`config.mk`:
```
export PLATFORM = sky130hd
export DESIGN_NAME = ysyx_23060236_writeback_arbiter
export DESIGN_NICKNAME = d
export VERILOG_FILES = /design/src/rtl/ysyx_23060236_writeback_arbiter_pkg.sv /design/src/rtl/ysyx_23060236_writeback_arbiter_scoreboard.sv /design/src/rtl/ysyx_23060236_writeback_arbiter.sv
export SDC_FILE = /design/constraint.sdc
export NUM_CORES = 1
export LEC_CHECK = 0
export ABC_AREA = 1
export ABC_CLOCK_PERIOD_IN_PS = 3600
export BUFFER_PORTS_ARGS = -buffer_cell sky130_fd_sc_hd__buf_2
export CAP_MARGIN = 20
export CORE_UTILIZATION = 53
export CTS_BUF_LIST = sky130_fd_sc_hd__clkbuf_8
export DETAILED_ROUTE_END_ITERATION = 10
export PLACE_DENSITY = 0.87
export SYNTH_ARGS = -nofsm -noshare
export SYNTH_HDL_FRONTEND = slang
export SYNTH_SLANG_ARGS = --single-unit
```
`constraint.sdc`:
```
create_clock -name clock -period 3.6 [get_ports clock]
set_input_delay 0.36 -clock clock [delete_from_list [all_inputs] [get_ports clock]]
set_output_delay 0.36 -clock clock [all_outputs]
set_load 0.005 [all_outputs]
```
`src/rtl/ysyx_23060236_writeback_arbiter_pkg.sv`:
```
// Shared definitions for the GPR write-back arbiter: grant encoding and default widths.
// Imported by the arbiter top and by its pending-write scoreboard.
package ysyx_23060236_writeback_arbiter_pkg;

    typedef enum logic {
        GNT_EXU = 1'b0,
        GNT_LSU = 1'b1
    } grant_e;

    localparam int DEF_ADDR_WIDTH = 5;
    localparam int DEF_DATA_WIDTH = 32;
    localparam int DEF_CNT_WIDTH  = 2;

endpackage

```
`src/rtl/ysyx_23060236_writeback_arbiter_scoreboard.sv`:
```
// Per-register pending-write counters; decode uses busy1/busy2 to stall RAW hazards.
// Register 0 is never incremented, so its counter stays at zero.
module ysyx_23060236_scoreboard
    import ysyx_23060236_writeback_arbiter_pkg::*;
#(
    parameter int ADDR_WIDTH = DEF_ADDR_WIDTH,
    parameter int CNT_WIDTH  = DEF_CNT_WIDTH
) (
    input  logic                  clock,
    input  logic                  reset,
    input  logic                  issue_valid,
    input  logic [ADDR_WIDTH-1:0] issue_rd,
    output logic                  issue_ready,
    input  logic                  dec_valid,
    input  logic [ADDR_WIDTH-1:0] dec_rd,
    input  logic [ADDR_WIDTH-1:0] raddr1,
    input  logic [ADDR_WIDTH-1:0] raddr2,
    output logic                  busy1,
    output logic                  busy2,
    output logic                  all_zero
);

    localparam int NREG = 2 ** ADDR_WIDTH;
    localparam logic [CNT_WIDTH-1:0] CNT_MAX = '1;

    logic [CNT_WIDTH-1:0] cnt_q [NREG];
    logic [CNT_WIDTH-1:0] cnt_d [NREG];
    logic                 inc_en;
    logic                 dec_en;

    assign issue_ready = (issue_rd == '0) || (cnt_q[issue_rd] != CNT_MAX);
    assign inc_en      = issue_valid && issue_ready && (issue_rd != '0);
    assign dec_en      = dec_valid && (dec_rd != '0);

    // Increment applied first, so an inc and dec on one register cancel out.
    always_comb begin
        cnt_d = cnt_q;
        if (inc_en) begin
            cnt_d[issue_rd] = cnt_d[issue_rd] + CNT_WIDTH'(1);
        end
        if (dec_en && (cnt_q[dec_rd] != '0)) begin
            cnt_d[dec_rd] = cnt_d[dec_rd] - CNT_WIDTH'(1);
        end
    end

    always_ff @(posedge clock) begin
        if (reset) begin
            for (int i = 0; i < NREG; i++) begin
                cnt_q[i] <= '0;
            end
        end else begin
            for (int i = 0; i < NREG; i++) begin
                cnt_q[i] <= cnt_d[i];
            end
        end
    end

    always_comb begin
        all_zero = 1'b1;
        for (int i = 0; i < NREG; i++) begin
            if (cnt_q[i] != '0) begin
                all_zero = 1'b0;
            end
        end
    end

    assign busy1 = (raddr1 != '0) && (cnt_q[raddr1] != '0);
    assign busy2 = (raddr2 != '0) && (cnt_q[raddr2] != '0);

    // A retire with no pending issue means the producer broke protocol.
    always @(posedge clock) begin
        if (!reset && dec_en) begin
            assert (cnt_q[dec_rd] != '0);
        end
    end

endmodule

```
`src/rtl/ysyx_23060236_writeback_arbiter.sv`:
```
// Arbitrates EXU and LSU results into one registered GPR write port and
// tracks pending destinations through the scoreboard sub-module.
module ysyx_23060236_writeback_arbiter
    import ysyx_23060236_writeback_arbiter_pkg::*;
#(
    parameter int ADDR_WIDTH = DEF_ADDR_WIDTH,
    parameter int DATA_WIDTH = DEF_DATA_WIDTH,
    parameter int CNT_WIDTH  = DEF_CNT_WIDTH
) (
    input  logic                  clock,
    input  logic                  reset,
    input  logic                  issue_valid,
    input  logic [ADDR_WIDTH-1:0] issue_rd,
    output logic                  issue_ready,
    input  logic                  exu_valid,
    output logic                  exu_ready,
    input  logic                  exu_wen,
    input  logic [ADDR_WIDTH-1:0] exu_rd,
    input  logic [DATA_WIDTH-1:0] exu_data,
    input  logic                  lsu_valid,
    output logic                  lsu_ready,
    input  logic [ADDR_WIDTH-1:0] lsu_rd,
    input  logic [DATA_WIDTH-1:0] lsu_data,
    output logic [DATA_WIDTH-1:0] rf_wdata,
    output logic [ADDR_WIDTH-1:0] rf_waddr,
    output logic                  rf_wen,
    output logic                  rf_valid,
    input  logic [ADDR_WIDTH-1:0] raddr1,
    input  logic [ADDR_WIDTH-1:0] raddr2,
    output logic                  busy1,
    output logic                  busy2,
    output logic                  idle
);

    grant_e                last_grant_q, last_grant_d;
    logic                  grant_exu, grant_lsu;
    logic                  rf_valid_q, rf_valid_d;
    logic                  rf_wen_q, rf_wen_d;
    logic [ADDR_WIDTH-1:0] rf_waddr_q, rf_waddr_d;
    logic [DATA_WIDTH-1:0] rf_wdata_q, rf_wdata_d;
    logic                  sb_all_zero;

    // Handshake: a source holds valid/rd/data stable until its ready is high;
    // the result transfers on the edge where valid && ready. Ready depends only
    // on the valids and last_grant, never on any ready.
    always_comb begin
        grant_exu    = 1'b0;
        grant_lsu    = 1'b0;
        last_grant_d = last_grant_q;
        if (exu_valid && lsu_valid) begin
            if (last_grant_q == GNT_EXU) begin
                grant_lsu    = 1'b1;
                last_grant_d = GNT_LSU;
            end else begin
                grant_exu    = 1'b1;
                last_grant_d = GNT_EXU;
            end
        end else if (exu_valid) begin
            grant_exu = 1'b1;
        end else if (lsu_valid) begin
            grant_lsu = 1'b1;
        end
    end

    assign exu_ready = grant_exu;
    assign lsu_ready = grant_lsu;

    // Address/data hold their last value when idle; only valid/wen matter then.
    always_comb begin
        rf_valid_d = grant_exu || grant_lsu;
        rf_wen_d   = 1'b0;
        rf_waddr_d = rf_waddr_q;
        rf_wdata_d = rf_wdata_q;
        if (grant_lsu) begin
            rf_waddr_d = lsu_rd;
            rf_wdata_d = lsu_data;
            rf_wen_d   = (lsu_rd != '0);
        end else if (grant_exu) begin
            rf_waddr_d = exu_rd;
            rf_wdata_d = exu_data;
            rf_wen_d   = exu_wen && (exu_rd != '0);
        end
    end

    always_ff @(posedge clock) begin
        if (reset) begin
            last_grant_q <= GNT_EXU;
            rf_valid_q   <= 1'b0;
            rf_wen_q     <= 1'b0;
            rf_waddr_q   <= '0;
            rf_wdata_q   <= '0;
        end else begin
            last_grant_q <= last_grant_d;
            rf_valid_q   <= rf_valid_d;
            rf_wen_q     <= rf_wen_d;
            rf_waddr_q   <= rf_waddr_d;
            rf_wdata_q   <= rf_wdata_d;
        end
    end

    assign rf_valid = rf_valid_q;
    assign rf_wen   = rf_wen_q;
    assign rf_waddr = rf_waddr_q;
    assign rf_wdata = rf_wdata_q;

    ysyx_23060236_scoreboard #(
        .ADDR_WIDTH (ADDR_WIDTH),
        .CNT_WIDTH  (CNT_WIDTH)
    ) u_scoreboard (
        .clock       (clock),
        .reset       (reset),
        .issue_valid (issue_valid),
        .issue_rd    (issue_rd),
        .issue_ready (issue_ready),
        .dec_valid   (rf_valid_q && rf_wen_q),
        .dec_rd      (rf_waddr_q),
        .raddr1      (raddr1),
        .raddr2      (raddr2),
        .busy1       (busy1),
        .busy2       (busy2),
        .all_zero    (sb_all_zero)
    );

    assign idle = sb_all_zero && !rf_valid_q;

endmodule
```
* After elaboration in Yosys (flattened, before gate mapping)
Cells that the tools add are included.
** Word-level totals
- Register bits after elaboration :: 104
- Bits in latches :: 0
- Memory bits (writable) :: 0
- Bits in read-only memories :: 0
- Bits of input ports :: 95
- Output and inout port bits :: 45
- Logic and storage cells :: 176
- Memories :: 0
** Operators by class
- Add/subtract/negate cells :: 2
- Multipliers :: 0
- Divide/modulo/power cells :: 0
- Order comparisons :: 6
- Eq/ne operators :: 1
- Shift operators :: 0
- Muxes and demuxes :: 68
- Bitwise gates (word level) :: 4
- Reduce and logical (&&, ||, !) cells :: 58
** Operators by type and width (number)
- bitwise mux 64 bit :: 2
- 2-to-1 mux 64 bit :: 2
- nonzero test 2 bit :: 36
- 2-to-1 mux 32 bit :: 2
- binary-select mux 2 bit (select 5 bit) :: 5
- 2-to-1 mux 1 bit :: 41
- nonzero test 5 bit :: 6
- greater-or-equal comparator 6 bit, second input constant :: 4
- 2-to-1 mux 2 bit :: 12
- inverter 5 -> 6 bit :: 4
- demux 2 bit (select 5 bit) :: 2
- logical AND 1 bit :: 12
- < comparator 6 x 1 -> 1 bit, second input constant :: 2
- 2-to-1 mux 5 bit :: 2
- logical NOT 5 bit :: 1
- adder 2 x 1 -> 2 bit, second input constant :: 1
- logical OR 1 bit :: 2
- != test 2 bit, second input constant :: 1
- subtractor 2 x 1 -> 2 bit, second input constant :: 1
- logical NOT 1 bit :: 1

* Logic depth before layout (Yosys ltp)
- Depth in word-level cells :: 34
- Gate-level depth with buffers :: 33
- Gate-level depth less buffers :: 29

* By module
From an unflattened synthesis, not the netlist that was laid out.
** Unflattened totals
- Cells, all modules :: 1352
- Area total of the unflattened synthesis :: 7896.3 um^2
** By module, submodules not included
- ysyx_23060236_scoreboard :: times used 1, cells an instance 1082, area each 6050.8 um^2, sequential area each 1281.2 um^2
- ysyx_23060236_writeback_arbiter :: times used 1, cells an instance 270, area each 1845.5 um^2, sequential area each 800.8 um^2

* Worst setup path before layout
OpenSTA, ideal clock, no wires.
- Path type :: input to register
- Start point :: input issue_rd[0]
- End point :: register u_scoreboard.cnt_q[29] (netlist bit)
- Setup time :: 109 ps
- Data arrival time :: 3436 ps
- Data required time :: 3491 ps
- Slack :: 55 ps
- Cell stages on the path :: 31
- Path buffers :: 4
- Cells stage by stage :: inv_2 clkbuf_1 nand2_1 nand2_1 nand2_1 nand2_1 nand2_1 nand2_1 nor2_1 nand2_4 buf_2 clkbuf_1 inv_1 ha_1 inv_1 nand2_1 nor2_1 nand2_1 o21ai_0 nand2_1 nand2_1 nor2_1 nor2_1 nor2_1 nand3_1 nand2_1 nand4_1 buf_2 nand3_1 nand2_1 inv_1
** On the way
- Word-level cells in the longest chain between the ends :: 15
- Elaborated cells between the ends (all ways) :: 24
- Classes of those cells :: 2 x add/sub; 2 x order compare; 1 x eq/ne; 12 x mux; 1 x bitwise; 6 x reduce/logical
** Ends and longest elaborated chain
- start, declared :: RTL line ysyx_23060236_writeback_arbiter.sv:13 : input logic [ADDR_WIDTH-1:0] issue_rd,
- branches (longest 8 deep; another with adder 2 x 1 -> 2 bit)
- 2-to-1 mux 64 bit * :: RTL line ysyx_23060236_writeback_arbiter_scoreboard.sv:38 : if (inc_en) begin
- binary-select mux 2 bit (select 5 bit) :: RTL line ysyx_23060236_writeback_arbiter_scoreboard.sv:42 : cnt_d[dec_rd] = cnt_d[dec_rd] - CNT_WIDTH'(1);
- 2-to-1 mux 2 bit (not written as such) (2 in series) :: RTL line ysyx_23060236_writeback_arbiter_scoreboard.sv:42
- subtractor 2 x 1 -> 2 bit :: RTL line ysyx_23060236_writeback_arbiter_scoreboard.sv:42
- bitwise mux 64 bit :: RTL line ysyx_23060236_writeback_arbiter_scoreboard.sv:42
- 2-to-1 mux 64 bit * :: RTL line ysyx_23060236_writeback_arbiter_scoreboard.sv:41 : if (dec_en && (cnt_q[dec_rd] != '0)) begin
- end signal, assigned by index :: RTL line ysyx_23060236_writeback_arbiter_scoreboard.sv:53 : cnt_q[i] <= cnt_d[i];
- end, declared :: RTL line ysyx_23060236_writeback_arbiter_scoreboard.sv:26 : logic [CNT_WIDTH-1:0] cnt_q [NREG];
Every way passes the cells marked *. The select of a mux whose other input is x is not followed.
A chain may end at the register's enable or synchronous reset.

* Final worst setup path
- Start point :: register u_scoreboard.cnt_q[19] (netlist bit)
- End point :: register u_scoreboard.cnt_q[43] (netlist bit)
** On the way
- Word-level cells in the longest chain between the ends :: 14
- Elaborated cells between the ends (all ways) :: 21
- Classes of those cells :: 2 x add/sub; 1 x eq/ne; 13 x mux; 5 x reduce/logical
** Ends and longest elaborated chain (RTL line)
- branches (longest 13 deep; another with adder 2 x 1 -> 2 bit)
- 2-to-1 mux 64 bit * :: ysyx_23060236_writeback_arbiter_scoreboard.sv:41
Marked as above.

==> impl_metrics.py <==
metrics = {
    "run_status": {
        "result_of_the_run": "complete, no violations",
    },
    "pwr": {
        "switchingPower_mw": 1.07,
        "peakVddDrop_v": 0.000200,
        "p_comb_share_pct": 32.9,
        "power_per_cell_area_mw_per_mm2": 297,
        "power.clock.fraction_pct": 24.3,
        "switching_share_pct": 37.1,
        "p_leak_nw": 5.28,
        "post-layout-total-power_mw": 2.87,
        "power.share.sequential_pct": 42.9,
        "p_int_mw": 1.81,
    },
    "yosys": {
        "synth_fp_nets": 1430,
        "yosys_warnings": 0,
        "mappedNetlistArea_mm2": 0.00771,
        "netlist_top_cells_area": "dfxtp_1 27%, nand2_1 17%, inv_1 10%, o21ai_0 7.3%, nand3_1 7.1%",
        "ys_ff_latch": 104,
        "synth_flop_cell": "dfxtp_1",
        "edff_count_synth": 0,
        "top_count_cell_post_synth": "nand2_1",
        "ys_async_sr_fraction_pct": 0,
        "synth_cell_types": 42,
        "post_syn_area_per_cell_um2": 5.78,
        "synth_top_cell_area_share_pct": 27.0,
        "post-synth-top-area-cell": "dfxtp_1",
        "synth_cells": 1334,
        "synth_sequential_area_ratio_pct": 27.0,
        "top_cell_types_by_occurrence_after_synthesis": "353 x nand2_1, 213 x inv_1, 112 x o21ai_0",
    },
    "sta": {
        "final.min_clock_period_ns": 3.47,
        "worstMarginPinSlew_ns": 1.09,
        "finalWorstSetupSlack_ns": 0.125,
        "timing.clock.skew_ns": 0.0148,
        "relSlewSlack_pct": 27.0,
        "final_worst_hold_slack_ns": 0.235,
        "final.period_utilization_pct": 96.5,
        "endpoints_failing_setup": 0,
        "maxClockFrequency_mhz": 288,
        "final_max_slew_viol_count": 0,
        "final_hold_viol_count": 0,
    },
    "clock_network": {
        "clock_tree.root_cell": "clkbuf_8",
        "clock_sinks": 104,
        "clkTransAtPathRegs_ns": 0.11,
        "tritoncts": "yes",
        "tritoncts.num_buffers": 9,
        "worst_skew_pair.late_latency_ns": 0.39,
        "cts_max_level": 3,
        "clk_path_buf_depth": 2,
    },
    "grt": {
        "grt_overflow": 0,
        "grt_antenna_before_repair": 0,
        "grt_util_all_layers_pct": 42.9,
        "number_of_global_route_vias_before_repair": 9551,
        "grt_max_degree": 55,
        "global_route_wire_length_before_repair_mm": 48.9,
    },
    "setup_path": {
        "startpoint_type": "register",
        "setup.worst_path.end_class": "register",
        "crit_required_ns": 3.94,
        "critical_path.max_fanout": 7,
        "worstSetupPathType": "reg2reg",
        "cp.arrival_ns": 3.81,
    },
    "final_layout": {
        "antennaDiodeCount": 0,
        "multiInputGateArea_mm2": 0.00466,
        "area_growth_pct": 25.6,
        "finish.cell_count_without_fillers": 1734,
        "sequential_cell_area_mm2": 0.00209,
        "finish.net_count": 1646,
        "num-fill-cells": 1247,
        "drive_above_1_share_pct": 22.1,
    },
    "placement": {
        "place.detailed.instances": 1714,
        "place.gp.congestion": 1.11,
        "dp_slack_ns": -0.485,
        "count_of_buffers_inserted_at_the_top_level_ports": 139,
        "dp_hpwl_mm": 23.9,
    },
    "route": {
        "detailroute.wirelength.met2_mm": 13.7,
        "via_count": 10268,
        "detail_route.iter0.violations": 1456,
        "drt-pass1-iter-count": 6,
        "met1_routed_wirelength_after_detailed_routing_mm": 11.4,
        "dr.max_layer_used": "met4",
        "dr_wl_met3_mm": 4.34,
        "antenna_left": 0,
        "route.detailed.drc": 0,
        "wl_mm": 31.6,
        "route.detailed.wl_per_inst_um": 18.2,
        "vias_per_cell": 5.92,
    },
    "die": {
        "core_mm2": 0.0140,
        "start_util_pct": 54.9,
        "std_cell_rows": 43,
        "floorplan.die_area_mm2": 0.0150,
        "die_height_um": 123,
        "pin_count": 140,
        "die-width_um": 123,
    },
    "min_path": {
        "hp-class": "in2reg",
    },
    "flow_run": {
        "max_cap_viol_count": 0,
    },
}
flip-flops by register name (all words and copies together), names as in the netlist:
| register | flops |
|---|---|
| rf_waddr | 5 |
| u_scoreboard.cnt_q | 64 |
| rf_valid | 1 |
| rf_wdata | 32 |
| rf_wen | 1 |
| last_grant_q | 1 |
layer usage:
layer,vias to the layer above,track usage [%]
met4,0,26.8
li1,4813,-
met3,193,13.4
met5,-,0
met1,4453,51.1
met2,809,67.1
metrics by stage:
step	TNS, ns	util, %	cell area [um2]
3_5_place_dp	-23.65	66.2	9300
4_1_cts	0	67.5	9480
6_report	0	68.9	9680
2_1_floorplan	0	-	7710
3_3_place_gp	-20.30	66.2	9300
5_1_grt	-1.65	68.9	9680
critical path, stage by stage (launching register included):
cell and delay, ns:
dfxtp_1 0.32, inv_1 0.14, o22ai_1 0.11, o21ai_1 0.15
nand4_1 0.09, or2_2 0.30, ha_1 0.22, inv_1 0.09
nand2_4 0.09, nor2_1 0.11, buf_4 0.17, buf_4 0.12
nand2_1 0.10, o21ai_0 0.32, o22ai_1 0.13, o21ai_1 0.15
nand3_1 0.10, nand2_1 0.09, nand4_1 0.10, buf_6 0.17
buf_8 0.14, nand3_1 0.07, nand2_1 0.06, inv_1 0.07
final cells by class:
class / instances / area share [%]
multi-input cells: 953 / 48.1
flip-flops and latches: 104 / 21.6
repair buffers: 263 / 17.7
inverters: 219 / 8.49
well taps: 180 / 2.33
clock buffers: 10 / 1.42
clock inverters: 5 / 0.349
placed cells by master (no fill, tap or decap), types with 8 or more instances in the layout:
cell type	count
a21boi_0	23
a21oi_1	67
a22oi_1	11
buf_2	138
buf_4	113
buf_6	8
clkbuf_8	10
dfxtp_1	96
inv_1	201
inv_2	19
nand2_1	347
nand3_1	108
nand4_1	11
nor2_1	98
nor2_2	10
o21a_1	15
o21ai_0	100
o21ai_1	62
o221ai_1	9
o22ai_1	24
power by group through the flow:
stage	Clock, mW	Sequential [mW]	Combinational, mW
3_5_place_dp	0	1.26	0.839
3_3_place_gp	0	1.26	0.833
6_report	0.697	1.23	0.944
4_1_cts	0.696	1.23	0.842
2_1_floorplan	0	1.25	0.459
5_1_grt	0.733	1.24	0.997
timing repair:
action / in CTS / in global routing
hold buffers: 0 / 0
endpoints found under the setup margin: 31 / 62
cloned: 0 / 2
setup buffers: 0 / 3
gates resized for setup: 3 / 72
pin swaps: 0 / 9
cell families after synthesis:
| kind of cell | share of synthesized area, % |
|---|---|
| adders and majority gates | 0.162 |
| AOI/OAI and AO/OA | 25.8 |
| DFF | 27.0 |
| and+or+nand+nor | 33.1 |
| buffers and inverters | 13.9 |
worst paths after layout:
check,start,cells past startpoint,slack (ns),end
setup / recovery,u_scoreboard.cnt_q[19]$_SDFF_PP0_,23,0.13,u_scoreboard.cnt_q[43]$_SDFF_PP0_
hold / removal,exu_data[1],3,0.23,rf_wdata[1]$_SDFFE_PP0P_
setup reg to reg,u_scoreboard.cnt_q[19]$_SDFF_PP0_,23,0.13,u_scoreboard.cnt_q[43]$_SDFF_PP0_
hold reg to reg,rf_wdata[6]$_SDFFE_PP0P_,2,0.49,rf_wdata[6]$_SDFFE_PP0P_
Power figures use the tool's default switching activity.
